`config.mk`:
```
export PLATFORM = sky130hd
export DESIGN_NAME = qei_velocity
export DESIGN_NICKNAME = d
export VERILOG_FILES = /design/src/rtl/qei_pkg.sv /design/src/rtl/qei_sync.sv /design/src/rtl/qei_velocity.sv
export SDC_FILE = /design/constraint.sdc
export NUM_CORES = 1
export LEC_CHECK = 0
export CAP_MARGIN = 25
export CORE_ASPECT_RATIO = 1.5
export CORE_MARGIN = 2
export CORE_UTILIZATION = 40
export CTS_CLUSTER_DIAMETER = 150
export DETAILED_ROUTE_END_ITERATION = 12
export REMOVE_ABC_BUFFERS = 1
export SKIP_LAST_GASP = 1
export SLEW_MARGIN = 20
export SYNTH_ARGS = -nofsm -noshare
export SYNTH_HDL_FRONTEND = slang
export SYNTH_SLANG_ARGS = --single-unit
```
`constraint.sdc`:
```
create_clock -name clk -period 8.2 [get_ports clk]
set_input_delay 1.64 -clock clk [delete_from_list [all_inputs] [get_ports clk]]
set_output_delay 1.64 -clock clk [all_outputs]
set_load 0.02 [all_outputs]
```
`src/rtl/qei_pkg.sv`:
```
// rtl/qei_pkg.sv - shared decoder state, step encoding and Gray position helper
package qei_pkg;

   typedef enum logic {INIT = 1'b0, RUN = 1'b1} qei_state_e;

   typedef logic signed [1:0] step_t;

   localparam step_t STEP_NONE = 2'sb00;
   localparam step_t STEP_FWD  = 2'sb01;
   localparam step_t STEP_REV  = 2'sb11;

   // Index of an {A,B} pair along the forward cycle 00->01->11->10
   function automatic logic [1:0] gray_pos(input logic [1:0] ab);
      case (ab)
         2'b00:   gray_pos = 2'd0;
         2'b01:   gray_pos = 2'd1;
         2'b11:   gray_pos = 2'd2;
         default: gray_pos = 2'd3;
      endcase
   endfunction

endpackage

```
`src/rtl/qei_sync.sv`:
```
// rtl/qei_sync.sv - multi-flop synchroniser for one asynchronous encoder pin
module qei_sync #(
   parameter int STAGES = 3
) (
   input  logic clk,
   input  logic rst_n,
   input  logic d,
   output logic q
);

   logic [STAGES-1:0] sr;

   always_ff @(posedge clk or negedge rst_n) begin
      if (!rst_n) begin
         sr <= '0;
      end else begin
         sr <= {sr[STAGES-2:0], d};
      end
   end

   assign q = sr[STAGES-1];

endmodule

```
`src/rtl/qei_velocity.sv`:
```
// rtl/qei_velocity.sv - x4 quadrature decoder with windowed velocity and rpm
// Optional index input (position zeroing on idx rise) enabled by macro QEI_INDEX_EN.
module qei_velocity
   import qei_pkg::*;
#(
   parameter int POS_W         = 32,
   parameter int VEL_W         = 32,
   parameter int WINDOW_CYCLES = 100_000_000,
   parameter int SYNC_STAGES   = 3,
   parameter int RPM_MUL       = 15,
   parameter int RPM_SHIFT     = 4
) (
   input  logic                    clk,
   input  logic                    rst_n,
   input  logic                    chA,
   input  logic                    chB,
`ifdef QEI_INDEX_EN
   input  logic                    idx,
`endif
   input  logic                    err_clr,
   output logic signed [POS_W-1:0] position,
   output logic signed [VEL_W-1:0] velocity,
   output logic signed [VEL_W-1:0] rpm,
   output logic                    dir,
   output logic                    vel_valid,
   output logic                    err
);

   localparam int TMR_W = (WINDOW_CYCLES > 1) ? $clog2(WINDOW_CYCLES) : 1;
   localparam logic [TMR_W-1:0] TMR_LAST = TMR_W'(WINDOW_CYCLES - 1);
   localparam int PROD_W = VEL_W + 8;
   localparam logic signed [VEL_W-1:0] ACC_MAX = {1'b0, {(VEL_W-1){1'b1}}};
   localparam logic signed [VEL_W-1:0] ACC_MIN = {1'b1, {(VEL_W-1){1'b0}}};

   logic                     a_s;
   logic                     b_s;
   logic [1:0]               ab_cur;
   logic [1:0]               ab_prev;
   logic [1:0]               pos_diff;
   qei_state_e               state_q;
   qei_state_e               state_d;
   logic                     decode_en;
   step_t                    step;
   logic                     illegal;
   logic [TMR_W-1:0]         timer;
   logic                     terminal;
   logic signed [VEL_W-1:0]  acc;
   logic signed [VEL_W-1:0]  acc_next;
   logic signed [VEL_W-1:0]  step_v;
   logic signed [PROD_W-1:0] prod;
   logic                     zero_pos;

   qei_sync #(.STAGES(SYNC_STAGES)) u_sync_a (.clk(clk), .rst_n(rst_n), .d(chA), .q(a_s));
   qei_sync #(.STAGES(SYNC_STAGES)) u_sync_b (.clk(clk), .rst_n(rst_n), .d(chB), .q(b_s));

`ifdef QEI_INDEX_EN
   logic idx_s;
   logic idx_prev;

   qei_sync #(.STAGES(SYNC_STAGES)) u_sync_idx (.clk(clk), .rst_n(rst_n), .d(idx), .q(idx_s));

   always_ff @(posedge clk or negedge rst_n) begin
      if (!rst_n) begin
         idx_prev <= 1'b0;
      end else begin
         idx_prev <= idx_s;
      end
   end

   assign zero_pos = idx_s & ~idx_prev;
`else
   assign zero_pos = 1'b0;
`endif

   assign ab_cur = {a_s, b_s};

   always_ff @(posedge clk or negedge rst_n) begin
      if (!rst_n) begin
         state_q <= INIT;
      end else begin
         state_q <= state_d;
      end
   end

   always_comb begin
      state_d = state_q;
      if (state_q == INIT) begin
         state_d = RUN;
      end
   end

   always_comb begin
      decode_en = (state_q == RUN);
   end

   // The previous pair is refreshed every cycle, including after an illegal jump
   always_ff @(posedge clk or negedge rst_n) begin
      if (!rst_n) begin
         ab_prev <= 2'b00;
      end else begin
         ab_prev <= ab_cur;
      end
   end

   always_comb begin
      step     = STEP_NONE;
      illegal  = 1'b0;
      pos_diff = gray_pos(ab_cur) - gray_pos(ab_prev);
      if (decode_en) begin
         case (pos_diff)
            2'd1:    step = STEP_FWD;
            2'd3:    step = STEP_REV;
            2'd2:    illegal = 1'b1;
            default: step = STEP_NONE;
         endcase
      end
   end

   always_ff @(posedge clk or negedge rst_n) begin
      if (!rst_n) begin
         position <= '0;
         dir      <= 1'b0;
         err      <= 1'b0;
      end else begin
         if (zero_pos) begin
            position <= '0;
         end else begin
            position <= position + {{(POS_W-2){step[1]}}, step};
         end
         if (step != STEP_NONE) begin
            dir <= (step == STEP_FWD);
         end
         if (illegal) begin
            err <= 1'b1;
         end else if (err_clr) begin
            err <= 1'b0;
         end
      end
   end

   assign terminal = (timer == TMR_LAST);
   assign step_v   = {{(VEL_W-2){step[1]}}, step};
   assign prod     = $signed({{8{acc[VEL_W-1]}}, acc}) * $signed(PROD_W'(RPM_MUL));

   always_comb begin
      acc_next = acc + step_v;
      if ((step == STEP_FWD && acc == ACC_MAX) || (step == STEP_REV && acc == ACC_MIN)) begin
         acc_next = acc;
      end
   end

   // The terminal-cycle step seeds the next window instead of the latched one
   always_ff @(posedge clk or negedge rst_n) begin
      if (!rst_n) begin
         timer     <= '0;
         acc       <= '0;
         velocity  <= '0;
         rpm       <= '0;
         vel_valid <= 1'b0;
      end else begin
         vel_valid <= terminal;
         if (terminal) begin
            timer    <= '0;
            acc      <= step_v;
            velocity <= acc;
            rpm      <= VEL_W'(prod >>> RPM_SHIFT);
         end else begin
            timer <= timer + 1'b1;
            acc   <= acc_next;
         end
      end
   end

endmodule
```
==> results.md, run 1 <==
* Buffers on Ports at 103
* Placeable Area at 31800 um^2
* CP arrival at 5.89 ns
* Post-synth EDFFs at 0
* Pin count of the biggest net entering global routing at 98
* Violation count after the first detailed-routing iteration at between 400 and 500
* Post-layout min period at 5.51 ns
* CTS sink cnt at 167
* Setup repair after global routing missed its margin: false
* Fin. max-slew vios at 0
* Clk_lat worst skew at 0.46 ns
* Footprint of the multi-input gates at approximately 8000 um^2
* Antenna diode instance count at 0
* TritonCTS buffer count at 17
* Total GRT Usage at 20.0%
* Gates resized, CTS repair at 0
* Global-route wire length before repair at 52.9 mm
* Maxcap violations at 0
* Clock Root Buffer: clkbuf_16
* Final net count at 1711
* Number of standard cells after synthesis at 1401
* DPL Wire Length at ~24 mm
* Seq. cell area at 4180 um^2
* Fin Clk Skew at 0.0108 ns
* Reg-to-reg setup timing slack at around 2.7 ns
* Worst slew slack as a fraction of its limit at 25.9%
* CP Max Fanout at 35
* Hold depth at 0
* Total grt overflow at 0
* Final setup vio count at 0
* Routed vias at 10157
* Number of storage elements in the synthesis netlist at around 170
* Overall die width at 151 um
* Wire length per cell after detailed routing at 16.7 um
* Synth async-reset ratio at 100%
* Yosys warning count at 0
* Sequential-to-total area share from yosys stat at approximately a third
* Row Count at 80
* Hold buffer count at CTS at 0
* Number of distinct standard cells referenced by the synthesized netlist at 69
* Post-synth design cell area at 12900 um^2
* Kind of critical path: reg -> reg
* Clock slew seen by the registers of the worst setup and hold paths at roughly 0.07 ns
* Maximum clock path buffer count at 2
* Final cell utilization of the core at 47.0%
* Flip-flop cell with the highest count after synthesis: dfrtp_1
* Starting density of the core at about two fifths
* TritonCTS clock tree: done
* TNS Setup at 0 ns
* Avg Inst Size Synth at 9.23 um^2
* Number of global-route vias before repair at 10583
* Maximum clock frequency at 182 MHz
* Period Utilization, post-route at 67.2%
* Crit end category: register
* I/O Pins at 104
* Result of the run: completed
* Maximum level of the CTS H-tree at 4
* Depth of the worst register-to-register path at 17
* Final hold violation count at 0
* Filler Cell Count at roughly 3000
* Synth-to-Final Area Change at 15.8%
* Drt pass-1 iters at 5
* Global placer's final weighted congestion at 0.914
* Area of the die at 33800 um^2
* Type of origin of the critical path: register
* Die height at 224 um
* Fraction of layout instances using a drive strength above 1 at 3.78%
* Total DRC errors in the routed layout at 0
* Number of buffers inserted by post-CTS setup repair at 0
* Worst hold path class: reg -> reg
* Data required time at the worst endpoint at approximately 8.6 ns
* Slew of the pin with the lowest slew margin at 1.11 ns
* Average vias per placed instance at 5.30
* Total Routed Length at 32.1 mm
* Antenna-violating nets left at 0
* Antenna violations before repair at 0
## final timing paths
check	start	endpoint
min in group asynchronous	rst_n	velocity[31]
max	u_sync_a.sr[2]	position[25]
max in group asynchronous	rst_n	timer[8]
min reg2reg	u_sync_a.sr[0]	u_sync_a.sr[1]
max reg2reg	u_sync_a.sr[2]	position[25]
min	u_sync_a.sr[0]	u_sync_a.sr[1]
## state kept, by name, indices dropped and copies added (netlist names), 2 cells and up
name         cells
position        32
velocity        32
u_sync_b.sr      3
rpm             32
u_sync_a.sr      3
timer           27
ab_prev          2
acc             32
## cells in the mapped netlist, types with 4 or more instances
cell type	count	share of area [%]
dfrtp_1	167	32
inv_1	161	4.7
ha_1	153	15
nand2_1	127	3.7
o21ai_0	100	3.9
a21oi_1	99	3.8
nor2_1	82	2.4
xnor2_1	62	4.2
fa_1	58	9.0
xor2_1	56	3.8
a21o_1	43	2.5
nand3_1	39	1.5
clkbuf_1	32	0.93
nand4_1	20	0.97
and3_1	19	0.92
a31oi_1	14	0.68
a211oi_1	13	0.75
nor3_1	13	0.50
o21a_1	13	0.75
nor2b_1	11	0.53
o21bai_1	11	0.64
nand2b_1	7	0.34
and4_1	5	0.34
or3_1	5	0.24
a21boi_0	4	0.23
a221o_1	4	0.31
and2_1	4	0.19
mux2i_1	4	0.31
o31ai_1	4	0.23
## critical path: stages (launching register included)
cell and delay [ns]:
dfrtp_1 0.40, ha_1 0.31, ha_1 0.31, nand2b_1 0.16
inv_1 0.15, nand2b_1 0.23, inv_2 0.65, buf_4 0.51
ha_1 0.37, and3_1 0.23, and3_1 0.18, a211oi_1 0.49
a211oi_1 0.25, a211o_1 0.31, a21o_1 0.21, a221o_1 0.33
a21oi_1 0.19, xnor2_1 0.13
## cells in the final DEF (no fill, tap or decap), types with 5 or more instances in the layout
master,n
a211oi_1,13
a21o_1,43
a21oi_1,99
a31oi_1,14
and3_1,19
and4_1,5
buf_4,5
clkbuf_16,17
clkdlybuf4s50_1,102
dfrtp_1,167
fa_1,58
ha_1,153
inv_1,161
nand2_1,127
nand2b_1,7
nand3_1,39
nand4_1,20
nor2_1,82
nor2b_1,11
nor3_1,13
o21a_1,13
o21ai_0,100
o21bai_1,11
or3_1,5
xnor2_1,62
xor2_1,56
## cell families after synthesis
family	count (synthesis)	share of synthesized area [%]
simple gates	355	13.1
other cells	1	0.0290
buf+inv	196	5.69
compound gates	348	16.7
flops	167	32.3
mux	5	0.397
fa+ha+maj	211	23.8
xor+xnor	118	7.99
## final cells by class
type	count	share of cell area, %
Clock buffer	18	2.93
Timing Repair Buffer	109	7.22
Inverter	162	4.06
Multi-Input combinational cell	1038	53.6
Clock inverter	14	0.836
Tap cell	410	3.43
Sequential cell	167	27.9
## per-stage QoR
| step | std cells | hold WS (ns) | instance area, um^2 | worst slack [ns] |
|---|---|---|---|---|
| finish | 1918 | 0.349 | 15000 | 2.69 |
| global route | 1918 | 0.355 | 15000 | 2.09 |
| global placement | 1886 | 0.333 | 14400 | 2.69 |
| floorplan | 1367 | 0.331 | 12800 | 2.41 |
| CTS | 1918 | 0.353 | 15000 | 2.58 |
| detailed placement | 1886 | 0.338 | 14400 | 2.59 |
## layer usage
layer / vias to the layer above / share of wire, % / track usage (%) / routed length, um
li1: 5000 / - / - / -
met1: 4947 / 40 / 22.7 / 13000
met2: 168 / 55 / 37.5 / 17500
met3: 42 / 2.3 / 2.51 / 748
met4: 0 / 2.5 / 7.57 / 809
met5: - / 0 / 0 / 0
Power of run 1 is not shown: default switching activity piles up to over one toggle a cycle in this logic, so the estimate is an artifact.
==> run 2: changes to the inputs <==
==> constraint.sdc (replaced) <==
create_clock -name clk -period 4.5 [get_ports clk]
set_input_delay 0.9 -clock clk [delete_from_list [all_inputs] [get_ports clk]]
set_output_delay 0.9 -clock clk [all_outputs]
set_load 0.02 [all_outputs]
==> run 2 against run 1 <==
Design area is 3.8% higher. Largest cell class unchanged. Worst setup slack worse by 2.6 ns. Critical path depth is 1 lower. Cell count is 2.8% higher. First-iteration DRC count is 12% lower.
==> results.md, run 2 (synthesis results as in run 1) <==
* Global placer's final weighted congestion at 0.899 (-1.6%)
* Data required time at the worst endpoint at 4.84 ns (-3.75 ns)
* Total DRC errors in the routed layout at 0 (unchanged)
* Number of cells in the finished layout apart from fillers at 1971 (+2.8%)
* Slowest Stage Delay on Critical Path at 0.57 ns (-0.08 ns)
* Area of the die at 33800 um^2 (unchanged)
* Routed vias at 10300 (+1.4%)
* Buffers on Ports at 103 (unchanged)
* Hold buffer count at CTS at 0 (unchanged)
* Worst hold path class: reg -> reg
* I/O Pins at 104 (unchanged)
* Fin. max-slew vios at 0 (unchanged)
* Final hold violation count at 0 (unchanged)
* Overall die width at 151 um (unchanged)
* Global-route wire length before repair at 53.8 mm (+1.7%)
* DPL Wire Length at 24.9 mm (+3.2%)
* Clock slew seen by the registers of the worst setup and hold paths at 0.07 ns (about the same)
* Period Utilization, post-route at 97.1% (+30 points)
* Total Routed Length at 32.3 mm (+0.74%)
* Post-layout min period at 4.37 ns (-1.14 ns)
* Maximum level of the CTS H-tree at 4 (unchanged)
* Setup repair after global routing missed its margin: true
* Leading cell type in the layout, fill and taps excluded: dfrtp_1
* Crit end category: register
* Row Count at 80 (unchanged)
* Synth-to-Final Area Change at 20.2%
* Total GRT Usage at 20.2% (+0.25 points)
* Highest-count cells in the layout ignoring fill and taps: 164 x dfrtp_1, 161 x inv_1, 153 x ha_1, 127 x nand2_1, 102 x clkdlybuf4s50_1
* Clk_lat worst skew at 0.46 ns (about the same)
* Average vias per placed instance at 5.23 (-1.3%)
* Final setup vio count at 0 (unchanged)
* Cell type of the slowest stage on the worst timing path: or4_4
* Maxcap violations at 0 (unchanged)
* Antenna diode instance count at 0 (unchanged)
* Worst slew slack as a fraction of its limit at 43.1% (+17 points)
* Clock Root Buffer: clkbuf_16
* Slew of the pin with the lowest slew margin at 0.854 ns (-0.257 ns)
* Min Hold Slack at 0.351 ns (+0.00138 ns)
* TritonCTS buffer count at 17 (unchanged)
* Filler Cell Count at 3097 (+1.1%)
* Violation count after the first detailed-routing iteration at 367 (-12%)
* CP Max Fanout at 6 (-83%)
* Pin count of the biggest net entering global routing at 93 (-5.1%)
* Cells along the critical path: ha_1, ha_1, nand2b_1, inv_1, nand2b_1, inv_4, ha_1, a21o_1, a21o_1, a2111o_1, a31o_1, a221o_1, or4_4, a311oi_2, o21a_1, nor4_2
* Number of global-route vias before repair at 10914 (+3.1%)
* Number of buffers and inverters on the critical path at 2 (-1)
* Antenna violations before repair at 0 (unchanged)
* Antenna-violating nets left at 0 (unchanged)
* Drt pass-1 iters at 5 (unchanged)
* Maximum clock path buffer count at 2 (unchanged)
* Total grt overflow at 0 (unchanged)
* TritonCTS clock tree: done
* Placed cell area at 14800 um^2 (+2.7%)
* Maximum clock frequency at 229 MHz (+26%)
* Most repeated library cell on the critical path: ha_1
* Placeable Area at 31800 um^2 (unchanged)
* Final Instance Area at 15500 um^2 (+3.8%)
* Fraction of layout instances using a drive strength above 1 at 7.69% (+3.9 points)
* Final net count at 1765 (+3.2%)
* Result of the run: completed
* Kind of cell adding the most delay to the critical path: compound AO/OA/AOI/OAI gates
* Kind of critical path: reg -> reg
* CTS sink cnt at 167 (unchanged)
* Wire length per cell after detailed routing at 16.4 um (-2.0%)
* Dpl cells at 1936 (+2.7%)
* Die height at 224 um (unchanged)
* Fin Clk Skew at 0.0148 ns (+0.00399 ns)
* Type of origin of the critical path: register
* Starting density of the core at 40.6% (unchanged)
* CP arrival at 4.71 ns (-1.18 ns)
[run 2: changes by cell type in the layout (fill, tap and decap cells not counted), moves of 2 or more]
cell	change
o21ai_0	-4
buf_4	+53
bufinv_16	+3
a21boi_0	-2
clkbuf_8	+2
a211oi_2	+3
clkinv_2	-4
a211oi_1	-3
dfrtp_2	+3
a21boi_1	+2
o21ai_1	+3
dfrtp_1	-3
inv_6	-2
[run 2: cell type report]
cell class	count	area [um^2]	share of cell area (%)
multi-input combinational	1038	8080	52.0
timing repair buffer	163	1510	9.74
inverter	162	611	3.93
clock buffer	21	470	3.03
clock inverter	10	169	1.09
tap	410	513	3.30
sequential	167	4180	26.9
[run 2: worst paths after layout]
path                                     start             end  cells after the start  slack, ns
worst max-delay path            u_sync_a.sr[2]         acc[31]                     16       0.13
worst min-delay path            u_sync_b.sr[1]  u_sync_b.sr[2]                      0       0.35
worst max register to register  u_sync_a.sr[2]         acc[31]                     16       0.13
worst min register to register  u_sync_b.sr[1]  u_sync_b.sr[2]                      0       0.35
max in group asynchronous                rst_n          rpm[6]                      2       3.05
min in group asynchronous                rst_n         rpm[30]                      1       0.49
[run 2: stage by stage]
step	worst slack [ns]	utilization [%]	TNS (ns)
floorplan	-1.29	-	-24.53
global placement	0.0859	46.5	0
detailed placement	0.0431	46.5	0
CTS	0.0259	48.5	0
global route	-0.0713	48.8	-0.104
finish	0.130	48.8	0
[run 2: timing repair]
action	CTS	global route
resized for setup	0	21
endpoints found under the setup margin	0	18
buffers inserted	0	3
[run 2: metal layers]
layer | track usage, % | part of all wire, % | vias to the layer above
li1 | - | - | 5093
met1 | 22.4 | 40 | 5028
met2 | 37.7 | 55 | 136
met3 | 2.71 | 2.4 | 43
met4 | 9.23 | 3.3 | 0
met5 | 0 | 0 | -
Power of run 2 is left out for the same reason.
==> run 3: changes to the inputs <==
--- a/config.mk
+++ b/config.mk
@@ -11,6 +11,7 @@
 export CORE_UTILIZATION = 40
 export CTS_CLUSTER_DIAMETER = 150
 export DETAILED_ROUTE_END_ITERATION = 12
+export GPL_ROUTABILITY_DRIVEN = 1
 export REMOVE_ABC_BUFFERS = 1
 export SKIP_LAST_GASP = 1
 export SLEW_MARGIN = 20
==> results of run 3 <==
No change in the layout: final DEF, timing and power equal those of run 2.
Power of run 3 is left out for the same reason.
